$ cat config.mk
export PLATFORM = sky130hd
export DESIGN_NAME = can_rx_frame_fifo
export DESIGN_NICKNAME = d
export VERILOG_FILES = /design/src/rtl/can_rx_frame_fifo.sv
export SDC_FILE = /design/constraint.sdc
export NUM_CORES = 1
export LEC_CHECK = 0
export CORE_MARGIN = 5
export CORE_UTILIZATION = 53
export DETAILED_ROUTE_END_ITERATION = 16
export GPL_TIMING_DRIVEN = 1
export PLACE_DENSITY = 0.75
export SYNTH_ARGS = -nofsm -noshare
export SYNTH_HDL_FRONTEND = slang
export SYNTH_SLANG_ARGS = --single-unit
$ cat constraint.sdc
create_clock -name clk -period 3.9 [get_ports clk]
set_input_delay 0.39 -clock clk [delete_from_list [all_inputs] [get_ports clk]]
set_output_delay 0.39 -clock clk [all_outputs]
set_load 0.05 [all_outputs]
$ cat src/rtl/can_rx_frame_fifo.sv
// can_rx_frame_fifo: receive-side stage after the CAN packet controller.
// Filters each received frame by ID/mask (and optionally IDE), stores accepted
// frames in a 2^AW-entry frame FIFO and serialises each stored payload as a
// byte stream with valid/ready handshake and per-frame sideband.
// Ports:
//   clk, rstn                  clock, asynchronous active-low reset
//   rx_valid/id/ide/rtr/len/data  frame strobe and fields from packet controller
//   rx_ack                     ACK permission, high the cycle after an accepted frame
//   out_valid/ready/data/last/nodata  byte stream handshake
//   out_id/ide/rtr             sideband of the frame being emitted
//   fifo_count                 frames stored (not counting the output stage)
//   drop_cnt                   matching frames lost to a full FIFO (saturating)
module can_rx_frame_fifo #(
  parameter logic [28:0] FILTER_ID     = 29'h0,
  parameter logic [28:0] FILTER_MASK   = 29'h0,
  parameter logic        FILTER_IDE_EN = 1'b0,
  parameter logic        FILTER_IDE    = 1'b0,
  parameter int unsigned AW            = 2
) (
  input  logic          clk,
  input  logic          rstn,
  input  logic          rx_valid,
  input  logic [28:0]   rx_id,
  input  logic          rx_ide,
  input  logic          rx_rtr,
  input  logic [3:0]    rx_len,
  input  logic [63:0]   rx_data,
  output logic          rx_ack,
  output logic          out_valid,
  input  logic          out_ready,
  output logic [7:0]    out_data,
  output logic          out_last,
  output logic          out_nodata,
  output logic [28:0]   out_id,
  output logic          out_ide,
  output logic          out_rtr,
  output logic [AW:0]   fifo_count,
  output logic [15:0]   drop_cnt
);

  localparam int unsigned DEPTH = 1 << AW;
  localparam int unsigned CW    = AW + 1;

  localparam logic [0:0] IDLE = 1'b0;
  localparam logic [0:0] SEND = 1'b1;

  typedef struct packed {
    logic [28:0] id;
    logic        ide;
    logic        rtr;
    logic [3:0]  n;
    logic [63:0] data;
  } entry_t;

  entry_t          mem [DEPTH];
  logic [AW-1:0]   wr_ptr;
  logic [AW-1:0]   rd_ptr;
  logic [0:0]      state_q;
  logic [0:0]      state_d;
  logic [63:0]     shreg;
  logic [3:0]      rem;

  logic [3:0]      rx_n;
  logic            match;
  logic            full;
  logic            empty;
  logic            push;
  logic            drop;
  logic            pop;
  logic            hs;
  entry_t          head;
  logic [6:0]      shamt;
  logic [63:0]     head_bytes;

  // Byte count of the incoming frame: RTR carries none, DLC above 8 means 8.
  always_comb begin
    rx_n = 4'd0;
    if (!rx_rtr) rx_n = (rx_len > 4'd8) ? 4'd8 : rx_len;
  end

  // Acceptance filter and push/drop decision; full uses the pre-pop count.
  always_comb begin
    match = (((rx_id ^ FILTER_ID) & FILTER_MASK) == 29'd0) &&
            (!FILTER_IDE_EN || (rx_ide == FILTER_IDE));
    full  = (fifo_count == CW'(DEPTH));
    empty = (fifo_count == CW'(0));
    push  = rx_valid && match && !full;
    drop  = rx_valid && match && full;
    hs    = out_valid && out_ready;
  end

  // Head entry left-aligned so its first payload byte sits in bits [63:56].
  always_comb begin
    head       = mem[rd_ptr];
    shamt      = {4'd8 - head.n, 3'b000};
    head_bytes = (head.n == 4'd0) ? 64'd0 : (head.data << shamt);
  end

  // Output-stage next state and pop; the next frame is popped on the
  // last-beat handshake so queued frames stream without a bubble.
  always_comb begin
    state_d = state_q;
    pop     = 1'b0;
    case (state_q)
      IDLE: begin
        if (!empty) begin
          pop     = 1'b1;
          state_d = SEND;
        end
      end
      SEND: begin
        if (hs && out_last) begin
          if (!empty) pop = 1'b1;
          else        state_d = IDLE;
        end
      end
      default: state_d = IDLE;
    endcase
  end

  // Frame storage; contents need no reset since count gates every read.
  always_ff @(posedge clk) begin
    if (push) mem[wr_ptr] <= '{id: rx_id, ide: rx_ide, rtr: rx_rtr, n: rx_n, data: rx_data};
  end

  // FIFO bookkeeping, ACK and drop counter.
  always_ff @(posedge clk or negedge rstn) begin
    if (!rstn) begin
      wr_ptr     <= '0;
      rd_ptr     <= '0;
      fifo_count <= '0;
      rx_ack     <= 1'b0;
      drop_cnt   <= 16'd0;
    end else begin
      if (push) wr_ptr <= wr_ptr + AW'(1);
      if (pop)  rd_ptr <= rd_ptr + AW'(1);
      fifo_count <= fifo_count + CW'(push) - CW'(pop);
      rx_ack     <= push;
      if (drop && (drop_cnt != 16'hFFFF)) drop_cnt <= drop_cnt + 16'd1;
    end
  end

  // State register and byte serialiser.
  always_ff @(posedge clk or negedge rstn) begin
    if (!rstn) begin
      state_q    <= IDLE;
      out_valid  <= 1'b0;
      shreg      <= 64'd0;
      rem        <= 4'd0;
      out_last   <= 1'b0;
      out_nodata <= 1'b0;
      out_id     <= 29'd0;
      out_ide    <= 1'b0;
      out_rtr    <= 1'b0;
    end else begin
      state_q <= state_d;
      if (pop) begin
        out_valid  <= 1'b1;
        shreg      <= head_bytes;
        rem        <= head.n;
        out_last   <= (head.n <= 4'd1);
        out_nodata <= (head.n == 4'd0);
        out_id     <= head.id;
        out_ide    <= head.ide;
        out_rtr    <= head.rtr;
      end else if (hs) begin
        if (out_last) begin
          out_valid <= 1'b0;
        end else begin
          shreg    <= shreg << 8;
          rem      <= rem - 4'd1;
          out_last <= (rem == 4'd2);
        end
      end
    end
  end

  assign out_data = shreg[63:56];

endmodule
* Yosys cells after proc, flatten, opt, wreduce, memory -nomap -nowiden
Memories as Yosys holds them, arrays and structs flattened.
Index checks and enable logic that the tools add are counted.
Widths: inputs -> output; s select.
** Cells by class
- $add $sub $neg :: 7
- Magnitude comparators :: 2
- Equal/unequal tests :: 4
- Shifts and indexed selects :: 1
- Multiplexer cells :: 22
- Bitwise operators :: 1
- Reductions and logical operators :: 12
** Operator list (count)
- $mux 64 :: 4
- $shl 64x7->64 :: 1
- $mux 4 :: 5
- $add 16x1->16 const B :: 1
- $ne 16x16->1 const B :: 1
- $mux 1 :: 11
- $logic_and 1x1->1 :: 5
- $add 2x1->2 const B :: 2
- $eq 4x2->1 const B :: 1
- $gt 4x4->1 const B :: 1
- $le 4x1->1 const B :: 1
- $logic_not 4->1 :: 1
- $pmux 1 s2 :: 2
- $reduce_and 2->1 :: 2
- $reduce_bool 2->1 :: 2
- $sub 4x1->4 const B :: 1
- $sub 4x4->4 const A :: 1
- $add 3x1->3 :: 1
- $eq 3x3->1 const B :: 1
- $logic_not 3->1 :: 1
- $sub 3x1->3 :: 1
- $ne 2x1->1 const B :: 1
- $logic_not 1->1 :: 1
- $not 1->1 :: 1
** Storage, ports and cells
- Register bits after elaboration :: 127
- Memory bits (writable) :: 396
- Bits of input ports :: 103
- Output and inout bits :: 62
- Word-level logic and storage cells :: 64
- Memories :: 1
** Memory list
- mem :: words 4, width 99, read ports 1, clocked after Yosys merged registers in 0, write ports 1, line 55 : entry_t mem [DEPTH];

* Depth between registers and ports, before layout
- Depth in word-level cells :: 6
- Mapped depth :: 14
- Mapped depth without buffers :: 8

* Worst setup path after synthesis
No wires, ideal clock.
- Kind :: reg-to-reg
- Start point :: reg fifo_count[1]
- End point :: mem mem[2][0] (netlist bit) (enable)
- Setup time :: 0.469 ns
- Data arrival time :: 3.639 ns
- Required time :: 3.431 ns
- Setup slack :: -0.208 ns
- Cell stages (with the launch flop) :: 4
- Buffers on the path :: 0
- Period minus slack after synthesis :: 4.108 ns
- Cells stage by stage :: dfrtp_1 -> nor2_1 -> a21boi_1 -> and2_1
** On the way
- Longest elaborated chain between the ends :: 5
** Ends and longest elaborated chain
- start: declaration :: line 37 : output logic [AW:0] fifo_count,
- start signal: assignment :: line 137 : fifo_count <= fifo_count + CW'(push) - CW'(pop);
- $eq 3x3->1 :: line 85 : full = (fifo_count == CW'(DEPTH));
- $logic_not 1->1 :: line 87 : push = rx_valid && match && !full;
- $logic_and 1x1->1 :: line 87
- named net push :: line 67 : logic push;
- $mux 1 :: line 123 : if (push) mem[wr_ptr] <= '{id: rx_id, ide: rx_ide, rtr: rx_rtr, n: rx_n, data: rx_data};
- $mux 1 (not written as such) :: line 123
- end: declaration :: line 55
The timed path passes the listed nets, and every way through them passes these cells.

* Worst setup path in the final report
- Start point :: reg rd_ptr[0]
- End point :: reg shreg[48]
** On the way
- Longest elaborated chain between the ends :: 5
- Elaborated cells on any way between the ends :: 6
- Classes of those cells :: 1 x add/sub; 1 x shift; 2 x mux; 1 x reduce/logical; 1 x memory
** Ends and longest elaborated chain
- start: declaration :: line 57 : logic [AW-1:0] rd_ptr;
- start signal: assignment :: line 136 : if (pop) rd_ptr <= rd_ptr + AW'(1);
- $mem_v2 4x99 *
- $sub 4x4->4 :: line 95 : shamt = {4'd8 - head.n, 3'b000};
- $shl 64x7->64 :: line 96 : head_bytes = (head.n == 4'd0) ? 64'd0 : (head.data << shamt);
- $mux 64 * :: line 96
- $mux 64 * :: line 157 : if (pop) begin
- end signal: assignment :: line 159 : shreg <= head_bytes;
- end signal: assignment :: line 170 : shreg <= shreg << 8;
- end: declaration :: line 60 : logic [63:0] shreg;
Every way passes the cells marked *; elsewhere a longest branch is shown, timed or not.
A chain may end at the register's enable or synchronous reset.

==> flow_metrics.py <==
metrics = {
    "floorplanning": {
        "rows": 74,
        "core-area_sq_um": 40600,
        "die_w_um": 212,
        "dieArea_sq_um": 45100,
        "io_pins": 165,
        "fp.dieH_um": 212,
        "initial_core_util_pct": 53.4,
    },
    "final_layout": {
        "area_delta_synth_final_pct": 18.0,
        "n_antenna_cell": 0,
        "fin_util_pct": 63.0,
        "num-fill-cells": 2811,
        "drive_gt1_share_pct": 17.0,
        "final_nets": 1626,
    },
    "yosys": {
        "synth-edff-count": 396,
        "syn_area_sq_um": 21700,
        "yosysMostFrequentCell": "edfxtp_1",
        "syn_nets": 1466,
        "yosysTopAreaCellShare_pct": 54.8,
        "avgSynthCellArea_sq_um": 16.0,
        "postSynthCellCount": 1352,
        "yosysWarnings": 0,
        "async_reset_ff_share_pct": 24.3,
        "ys.flop_type": "edfxtp_1",
        "synth.top_cells.by_count": "396 x edfxtp_1, 144 x nand2_1, 127 x dfrtp_1",
        "synth-seq-cells": 523,
        "yosys-top-cells-area": "edfxtp_1 55%, dfrtp_1 15%, mux4_2 10%, nand2_1 2.5%, mux2i_1 2.2%",
        "seq_area_frac_synth_pct": 69.5,
        "yosys.area.top_type": "edfxtp_1",
        "ys_types": 53,
    },
    "pwr": {
        "ir_drop_v": 0.000662,
        "pwr-share-comb_pct": 41.3,
        "power_density_nw_per_um2": 854,
        "p_int_mw": 13.6,
        "pwr-share-seq_pct": 37.0,
        "clkPwrFrac_pct": 21.7,
        "swShare_pct": 37.8,
        "power_mw": 21.9,
        "p_leak_nw": 9.09,
        "p_sw_mw": 8.26,
    },
    "timing": {
        "rsz0062_at_grt": "no",
        "whs_ps": 435,
        "setup_viol": 0,
        "max_slew_margin_pct": 26.0,
        "period_needed_ps": 3230,
        "tightest_slew_ps": 1110,
        "finClkSkew_ps": 20.5,
        "tns_ps": 0,
        "hold_viol": 0,
        "clock.fmax_mhz": 310,
        "slew_violations": 0,
        "fin_crit_sh_pct": 82.7,
    },
    "cts": {
        "root_buffer": "clkbuf_16",
        "numCtsBuffers": 52,
        "htreeDepth": 2,
        "clk_latency_ps": 590,
        "clk_transition_reported_paths_ps": 60,
        "cts_setup_buffers": 0,
        "ctsHoldBuffers": 1,
        "cts.path.max_buffers": 3,
        "clkSinkCount": 523,
        "cts_tree": "done",
        "cts_resized": 0,
    },
    "status": {
        "outcome": "finished clean",
    },
    "detailed_routing": {
        "drt_iter0_drc": 1332,
        "wl_um": 48900,
        "vias": 12600,
        "drtPass1Iterations": 6,
        "avgRoutedWirePerCell_um": 23.4,
        "via_per_inst": 6.03,
        "ant_nets": 0,
        "drt_drc_violations_left": 0,
    },
    "setup_path": {
        "path_max_fanout": 27,
        "cp_data_required_time_ps": 4370,
        "rrSetupSlack_ps": 670,
        "crit_type": "register to register",
        "cp-start-kind": "register",
        "crit_arrival_ps": 3700,
        "critPathCaptureType": "register",
    },
    "global_routing": {
        "grt_pass1_wl_um": 76400,
        "grt_usage_pct": 22.0,
        "grt_max_degree": 111,
        "grt-ovfl-total": 0,
        "antenna_found_initial": 0,
        "grt_pass1_vias": 12800,
    },
    "worst_hold_path": {
        "hp-class": "input pin to register",
    },
    "run": {
        "maxCapViolCount": 0,
    },
    "place": {
        "io_buffers": 164,
        "post-dp-hpwl_um": 30600,
        "gp_congestion": 0.824,
    },
}
==> cells in the final DEF, fill, tap and decap left out, drive strengths merged, types with 3 or more instances in the layout <==
master / count
o221a: 8
nor2: 79
o32ai: 8
o21a: 8
clkdlybuf4s50: 163
o21ai: 60
a211oi: 18
mux2i: 48
o311a: 9
xnor2: 20
dfrtp: 127
nand3: 64
mux2: 24
buf: 36
clkbuf: 65
o211a: 7
ha: 10
nor2b: 3
clkinv: 26
xor2: 6
a21oi: 29
and2: 7
o2111ai: 8
clkinvlp: 4
nand2: 144
nand2b: 16
nand4: 13
edfxtp: 396
a41oi: 8
mux4: 99
inv: 10
a221oi: 8
==> final timing paths <==
check / start / endpoint / cells after the start
min: rx_id[26] / mem[2][96]$_DFFE_PP_ / 1
max in group asynchronous: rstn / out_id[2]$_DFFE_PN0P_ / 3
max reg2reg: rd_ptr[0]$_DFFE_PN0P_ / shreg[48]$_DFFE_PN0P_ / 8
max: rd_ptr[0]$_DFFE_PN0P_ / shreg[48]$_DFFE_PN0P_ / 8
min reg2reg: shreg[1]$_DFFE_PN0P_ / shreg[1]$_DFFE_PN0P_ / 2
min in group asynchronous: rstn / shreg[31]$_DFFE_PN0P_ / 2
==> cell families (layout without fill, tap and decap cells) <==
logic type / after synthesis / after routing / share of synthesized area [%]
AO/OA/AOI/OAI: 179 / 179 / 5.85
XOR/XNOR: 26 / 26 / 1.05
adder cells (fa/ha/maj): 11 / 11 / 0.669
buffers and inverters: 104 / 307 / 2.24
flip-flops: 523 / 523 / 69.5
multiplexers: 171 / 171 / 13.8
AND/OR/NAND/NOR: 338 / 338 / 6.92
==> metrics by stage <==
| step | std cells | setup WS (ps) | instance area (sq um) |
|---|---|---|---|
| after floorplan | 1352 | 383 | 21700 |
| after detailed placement | 1989 | 662 | 24000 |
| after global placement | 1989 | 738 | 24000 |
| final | 2087 | 673 | 25600 |
| after CTS | 2087 | 611 | 25600 |
| after global routing | 2087 | 435 | 25600 |
==> registers in the layout, summed over array words and instances, names as in the netlist <==
signal / flops
mem: 396
shreg: 64
out_id: 29
drop_cnt: 16
rem: 4
fifo_count: 3
rd_ptr: 2
wr_ptr: 2
out_ide: 1
out_last: 1
out_nodata: 1
out_rtr: 1
out_valid: 1
rx_ack: 1
state_q: 1
==> final cells by class <==
cell class,count,area [sq um],area share (%)
inverter,10,37.5,0.147
timing repair buffer,200,1990,7.78
clock inverter,32,224,0.875
clock buffer,65,1410,5.52
multi-input combinational,725,6190,24.2
sequential,523,15100,58.9
tap,532,666,2.60
==> worst max-delay path: stages, from the launching register on <==
cell,delay [ps]
dfrtp_4,530
buf_4,530
mux4_2,640
a2111o_1,430
o22ai_2,120
buf_4,220
nor2_2,40
buf_4,250
a221oi_1,320
==> power groups by stage <==
| stage | sequential, mW | combinational, mW | clock [mW] |
|---|---|---|---|
| after floorplan | 8.66 | 5.73 | 0 |
| after global placement | 8.11 | 8.86 | 0 |
| after detailed placement | 8.18 | 8.97 | 0 |
| after CTS | 8.09 | 9.03 | 4.83 |
| after global routing | 8.21 | 9.68 | 5.06 |
| final | 8.09 | 9.03 | 4.75 |
==> routing by layer <==
layer,global-route usage [%],up-vias,wire [um]
met2,35.5,500,24200
li1,-,5553,-
met4,6.27,0,1220
met3,3.32,72,3090
met5,0,-,0
met1,31.8,6467,20400
(Power assumes the default switching activity.)
